`config.mk`:
```
export PLATFORM = sky130hd
export DESIGN_NAME = ghost_collision_collector
export DESIGN_NICKNAME = d
export VERILOG_FILES = /design/src/rtl/ghost_pkg.sv /design/src/rtl/hit_edge_decoder.sv /design/src/rtl/ghost_collision_collector.sv
export SDC_FILE = /design/constraint.sdc
export NUM_CORES = 1
export LEC_CHECK = 0
export CAP_MARGIN = 20
export CORE_UTILIZATION = 41
export DETAILED_ROUTE_END_ITERATION = 12
export PLACE_DENSITY = 0.68
export SLEW_MARGIN = 20
export SYNTH_ARGS = -nofsm -noshare
export SYNTH_HDL_FRONTEND = slang
export SYNTH_SLANG_ARGS = --single-unit
```
`constraint.sdc`:
```
create_clock -name clk -period 1.48 [get_ports clk]
set_clock_uncertainty 0.1 [all_clocks]
set_input_delay 0.444 -clock clk [delete_from_list [all_inputs] [get_ports clk]]
set_output_delay 0.444 -clock clk [all_outputs]
set_load 0.02 [all_outputs]
```
`src/rtl/ghost_pkg.sv`:
```
// Shared types and constants for the ghost collision collector.
// Optional feature macro used by the collector: GHOST_HIT_PIXEL_COUNT_EN.
package ghost_pkg;

    localparam int unsigned NUM_EDGE_CODES = 5;
    localparam int unsigned EDGE_CODE_W    = 3;
    localparam int unsigned PIX_CNT_W      = 8;

    typedef enum logic [EDGE_CODE_W-1:0] {
        EDGE_BOTTOM = 3'd0,
        EDGE_LEFT   = 3'd1,
        EDGE_RIGHT  = 3'd2,
        EDGE_TOP    = 3'd3,
        EDGE_CORNER = 3'd4
    } hit_edge_t;

    typedef enum logic [1:0] {
        ST_WAIT_SOF = 2'd0,
        ST_COLLECT  = 2'd1,
        ST_PUBLISH  = 2'd2
    } coll_state_t;

    // Saturating increment for the wall-hit pixel counter.
    function automatic logic [PIX_CNT_W-1:0] sat_inc(input logic [PIX_CNT_W-1:0] v);
        return (v == '1) ? v : v + PIX_CNT_W'(1);
    endfunction

endpackage

```
`src/rtl/hit_edge_decoder.sv`:
```
// Converts a ghost hit-edge code into a one-hot edge vector; invalid codes
// or a deasserted enable give an all-zero vector.
import ghost_pkg::*;

module hit_edge_decoder #(
    parameter int unsigned EDGE_CODES = NUM_EDGE_CODES
) (
    input  logic                   en_i,
    input  logic [EDGE_CODE_W-1:0] code_i,
    output logic [EDGE_CODES-1:0]  onehot_o
);

    always_comb begin
        onehot_o = '0;
        for (int unsigned i = 0; i < EDGE_CODES; i++) begin
            onehot_o[i] = en_i && (code_i == EDGE_CODE_W'(i));
        end
    end

endmodule

```
`src/rtl/ghost_collision_collector.sv`:
```
// Turns per-pixel ghost/wall/pacman overlaps into frame-level collision events.
// Define GHOST_HIT_PIXEL_COUNT_EN to add the wallHitPixels saturating count output.
import ghost_pkg::*;

module ghost_collision_collector #(
    parameter int unsigned EDGE_CODES = NUM_EDGE_CODES
) (
    input  logic                   clk,
    input  logic                   resetN,
    input  logic                   startOfFrame,
    input  logic                   ghostDrawingRequest,
    input  logic [EDGE_CODE_W-1:0] HitEdgeCode,
    input  logic                   wallDrawingRequest,
    input  logic                   pacmanDrawingRequest,
    output logic                   wallHitValid,
    output logic [EDGE_CODES-1:0]  wallHitEdges,
`ifdef GHOST_HIT_PIXEL_COUNT_EN
    output logic [PIX_CNT_W-1:0]   wallHitPixels,
`endif
    output logic                   pacmanCatch
);

    coll_state_t           state_q, state_d;
    logic [EDGE_CODES-1:0] edge_acc_q, edge_acc_d;
    logic                  caught_q, caught_d;
    logic                  valid_q, valid_d;
    logic [EDGE_CODES-1:0] edges_q, edges_d;
    logic                  catch_q, catch_d;

    logic                  collecting_c;
    logic                  pac_hit_c;
    logic [EDGE_CODES-1:0] edge_vec_c;

    assign collecting_c = (state_q != ST_WAIT_SOF);
    assign pac_hit_c    = collecting_c && ghostDrawingRequest && pacmanDrawingRequest;

    hit_edge_decoder #(
        .EDGE_CODES (EDGE_CODES)
    ) u_dec (
        .en_i     (collecting_c && ghostDrawingRequest && wallDrawingRequest),
        .code_i   (HitEdgeCode),
        .onehot_o (edge_vec_c)
    );

    // A startOfFrame cycle closes the old frame; its own pixel opens the new one.
    always_comb begin
        state_d    = state_q;
        edge_acc_d = edge_acc_q;
        caught_d   = caught_q;
        valid_d    = 1'b0;
        edges_d    = edges_q;
        catch_d    = 1'b0;
        case (state_q)
            ST_WAIT_SOF: begin
                if (startOfFrame) begin
                    state_d = ST_COLLECT;
                end
            end
            ST_COLLECT, ST_PUBLISH: begin
                if (startOfFrame) begin
                    state_d    = ST_PUBLISH;
                    edges_d    = edge_acc_q;
                    valid_d    = |edge_acc_q;
                    edge_acc_d = edge_vec_c;
                    caught_d   = 1'b0;
                end else begin
                    state_d    = ST_COLLECT;
                    edge_acc_d = edge_acc_q | edge_vec_c;
                end
                if (pac_hit_c && (startOfFrame || !caught_q)) begin
                    catch_d  = 1'b1;
                    caught_d = 1'b1;
                end
            end
            default: state_d = ST_WAIT_SOF;
        endcase
    end

    always_ff @(posedge clk or negedge resetN) begin
        if (!resetN) begin
            state_q    <= ST_WAIT_SOF;
            edge_acc_q <= '0;
            caught_q   <= 1'b0;
            valid_q    <= 1'b0;
            edges_q    <= '0;
            catch_q    <= 1'b0;
        end else begin
            state_q    <= state_d;
            edge_acc_q <= edge_acc_d;
            caught_q   <= caught_d;
            valid_q    <= valid_d;
            edges_q    <= edges_d;
            catch_q    <= catch_d;
        end
    end

    assign wallHitValid = valid_q;
    assign wallHitEdges = edges_q;
    assign pacmanCatch  = catch_q;

`ifdef GHOST_HIT_PIXEL_COUNT_EN
    logic [PIX_CNT_W-1:0] cnt_q, cnt_d;
    logic [PIX_CNT_W-1:0] pix_q, pix_d;

    // Only valid-code wall hits count, so the decoder output gates the counter.
    always_comb begin
        cnt_d = cnt_q;
        pix_d = pix_q;
        if (collecting_c) begin
            if (startOfFrame) begin
                pix_d = cnt_q;
                cnt_d = (|edge_vec_c) ? PIX_CNT_W'(1) : '0;
            end else if (|edge_vec_c) begin
                cnt_d = sat_inc(cnt_q);
            end
        end
    end

    always_ff @(posedge clk or negedge resetN) begin
        if (!resetN) begin
            cnt_q <= '0;
            pix_q <= '0;
        end else begin
            cnt_q <= cnt_d;
            pix_q <= pix_d;
        end
    end

    assign wallHitPixels = pix_q;
`endif

endmodule

```
==> results.md <==
- Crit path kind: register to register
- Share of post-route cells with drive strength above 1: 0.443
- Layout Nets: 91
- R2R Path Start: state_q[1]
- Ant. Diodes: 0
- GRT busiest layer: met2
- GP Congestion: approximately 0.76
- Core area: roughly 0.0015 mm2
- Pwr dens: approximately 1700 mW/mm2
- Largest net degree at the start of global routing: 16
- Fin crit period: roughly 1.5 ns
- Hold Path Class: primary input to async pin
- Core Util, Final: 0.616
- Slew of the pin with the lowest slew margin: about 0.26 ns
- Clk pin slew, worst setup/hold paths: ~0.09 ns
- IO Port Bufs: 15
- CTS Buf Count: 3
- Routed Antenna Nets: 0
- Final setup fails: 0
- Initial core utilization: 0.438
- CTS sink cnt: 15
- Routed via count: about 520
- Met2 global-route usage: 0.253
- Yosys warns: 0
- Max Cap Viol: 0
- Starting DRC count in detailed routing: 12
- Longest Clk Path Bufs: 2
- Met1 Resource Use GR: 0.193
- First-pass GRT wire length: a little over 2000 um
- Tot Pwr: around 1.6 mW
- Cells after synthesis: 50
- Total track usage: 0.159
- I/O pin count: 16
- Total grt overflow: 0
- TritonCTS clock tree: done
- Peak supply drop: between 800 and 900 uV
- Status: finished, final reports clean
- P&R area growth vs syn: 40.7%
- Post-synth design cell area: approximately 650 um2
- Fmax achieved: between 0.6 and 0.7 GHz
- Most frequent cells in the layout: dfrtp_1, buf_4, clkdlybuf4s50_1
- Required @ worst endpoint: between 1.5 and 2 ns
- Most common cell after layout, fill and taps aside: dfrtp_1
- CTS H-tree lvls: 1
- #FFs+latches synth: 15
- Crit end category: register
- Synth area leaders: dfrtp_1, a32o_1, mux2_2
- Reg2reg setup slack: roughly 0.019 ns
- Cts hold-fix bufs: 0
- Worst EP arrival: 1.53 ns
- Slew Limit Fails: 0
- Design Area, Final: 917 um2
- CTS Root Buffer Type: clkbuf_4
- Area of placed instances: ~880 um2
- Syn Nets: 61
- # fillers: roughly 130
- Final Hold Fails: 0
- Die ar.: approximately 0.0018 mm2
- Routed len/inst: about 14 um
- Vias/cell: about 5.5
- Number of global-route vias before repair: approximately 490
- Slew HR: 0.824
- Die height: around 42 um
- Area leader, netlist: dfrtp_1
- Clock Latency Late Sink: 0.28 ns
- Startpoint types: register
- DRT Pass-1 Iters: 4
- Average size of a mapped cell: 13.0 um2
- Antenna violations before repair: 0
- Cell variety after synth: 22
- Leakage: roughly 0.48 nW
- Post-route DRC: 0
- Routed WL: around 1300 um
- Tcrit/Tclk final: 0.987
- Top-area cell type share of the netlist area: 0.576
- Dpl hpwl: 871 um
- Met3 usage: 0.0391
- Number of core rows: 14
- Post-synthesis sequential area ratio: 0.576
- Worst Setup SP: state_q[1]
- Worst Path Max Fanout: 7
- Die width: 41.9 um
[cell type report]
type / count / area, um2 / area share
Inverter: 3 / 11.3 / 0.0123
Sequential cell: 15 / 375 / 0.409
Tap cell: 16 / 20.0 / 0.0218
Timing Repair Buffer: 26 / 204 / 0.222
Clock buffer: 3 / 22.5 / 0.0246
Clock inverter: 1 / 5.00 / 0.00546
Multi-Input combinational cell: 31 / 279 / 0.304
[worst paths after layout]
path / endpoint / cells after the start
min: wallHitEdges[3] / 2
max reg2reg: edge_acc_q[0] / 5
min in group clk: caught_q / 1
max in group asynchronous: state_q[0] / 2
min reg2reg: caught_q / 1
max: edge_acc_q[0] / 5
[worst max-delay path, cell delays in order, from the launching register on]
cell and delay [ns]:
dfrtp_1 0.38, inv_1 0.08, ha_4 0.29, nand2_4 0.09, buf_6 0.16, a22o_2 0.25
[flip-flops by register name, summed over array words and instances, names as in the netlist]
| name | flops |
|---|---|
| pacmanCatch | 1 |
| state_q | 2 |
| wallHitValid | 1 |
| caught_q | 1 |
| wallHitEdges | 5 |
| edge_acc_q | 5 |
[synth_stat cells]
master	number
a21oi_1	1
a22o_2	1
a31o_2	1
a32o_1	4
and2b_2	1
and4b_1	1
buf_6	1
dfrtp_1	15
ha_1	2
inv_1	3
mux2_2	3
mux2_4	2
nand2_1	2
nand2_2	1
nand4b_1	1
nor2_1	4
nor2b_1	1
nor3_1	2
nor4b_1	1
o21ai_0	1
o2bb2ai_1	1
or2_2	1
[logic make-up after synthesis]
family                   count (synthesis)  share of synthesized area
flip-flops                              15                      0.576
multiplexers                             5                     0.0979
AO/OA/AOI/OAI                            9                      0.119
adder cells (fa/ha/maj)                  2                     0.0384
buffers and inverters                    4                     0.0345
AND/OR/NAND/NOR                         15                      0.134
[per-layer routing]
| layer | routed length (um) | vias up |
|---|---|---|
| met4 | 21 | 0 |
| met2 | 652 | 23 |
| met1 | 560 | 258 |
| li1 | - | 240 |
| met5 | 0 | - |
| met3 | 72 | 2 |
[power breakdown]
part / total [mW] / switching, mW / internal, mW / leakage (nW)
Clock: 0.235 / 0.135 / 0.100 / 0.0177
Combinational: 0.789 / 0.355 / 0.435 / 0.256
Sequential: 0.579 / 0.0592 / 0.520 / 0.204
Total: 1.60 / 0.549 / 1.05 / 0.478
[stage by stage]
stage          cells  setup TNS, ns  setup slack (ns)  hold slack [ns]
2_1_floorplan     50              0            0.0203           0.0484
3_3_place_gp      89          -3.10            -0.277            0.368
3_5_place_dp      89          -3.66            -0.315            0.391
4_1_cts           93        -0.0336           -0.0136            0.365
5_1_grt           95       -0.00490          -0.00490            0.367
6_report          95              0            0.0193            0.363
[repair_timing]
item                                    in CTS  in global routing
pin swaps                                    1                  2
gates resized for setup                     23                 12
buffers inserted                             0                  2
endpoints found under the setup margin      12                 15
cloned                                       0                  0
No activity file was read; power rests on OpenSTA's default activity.
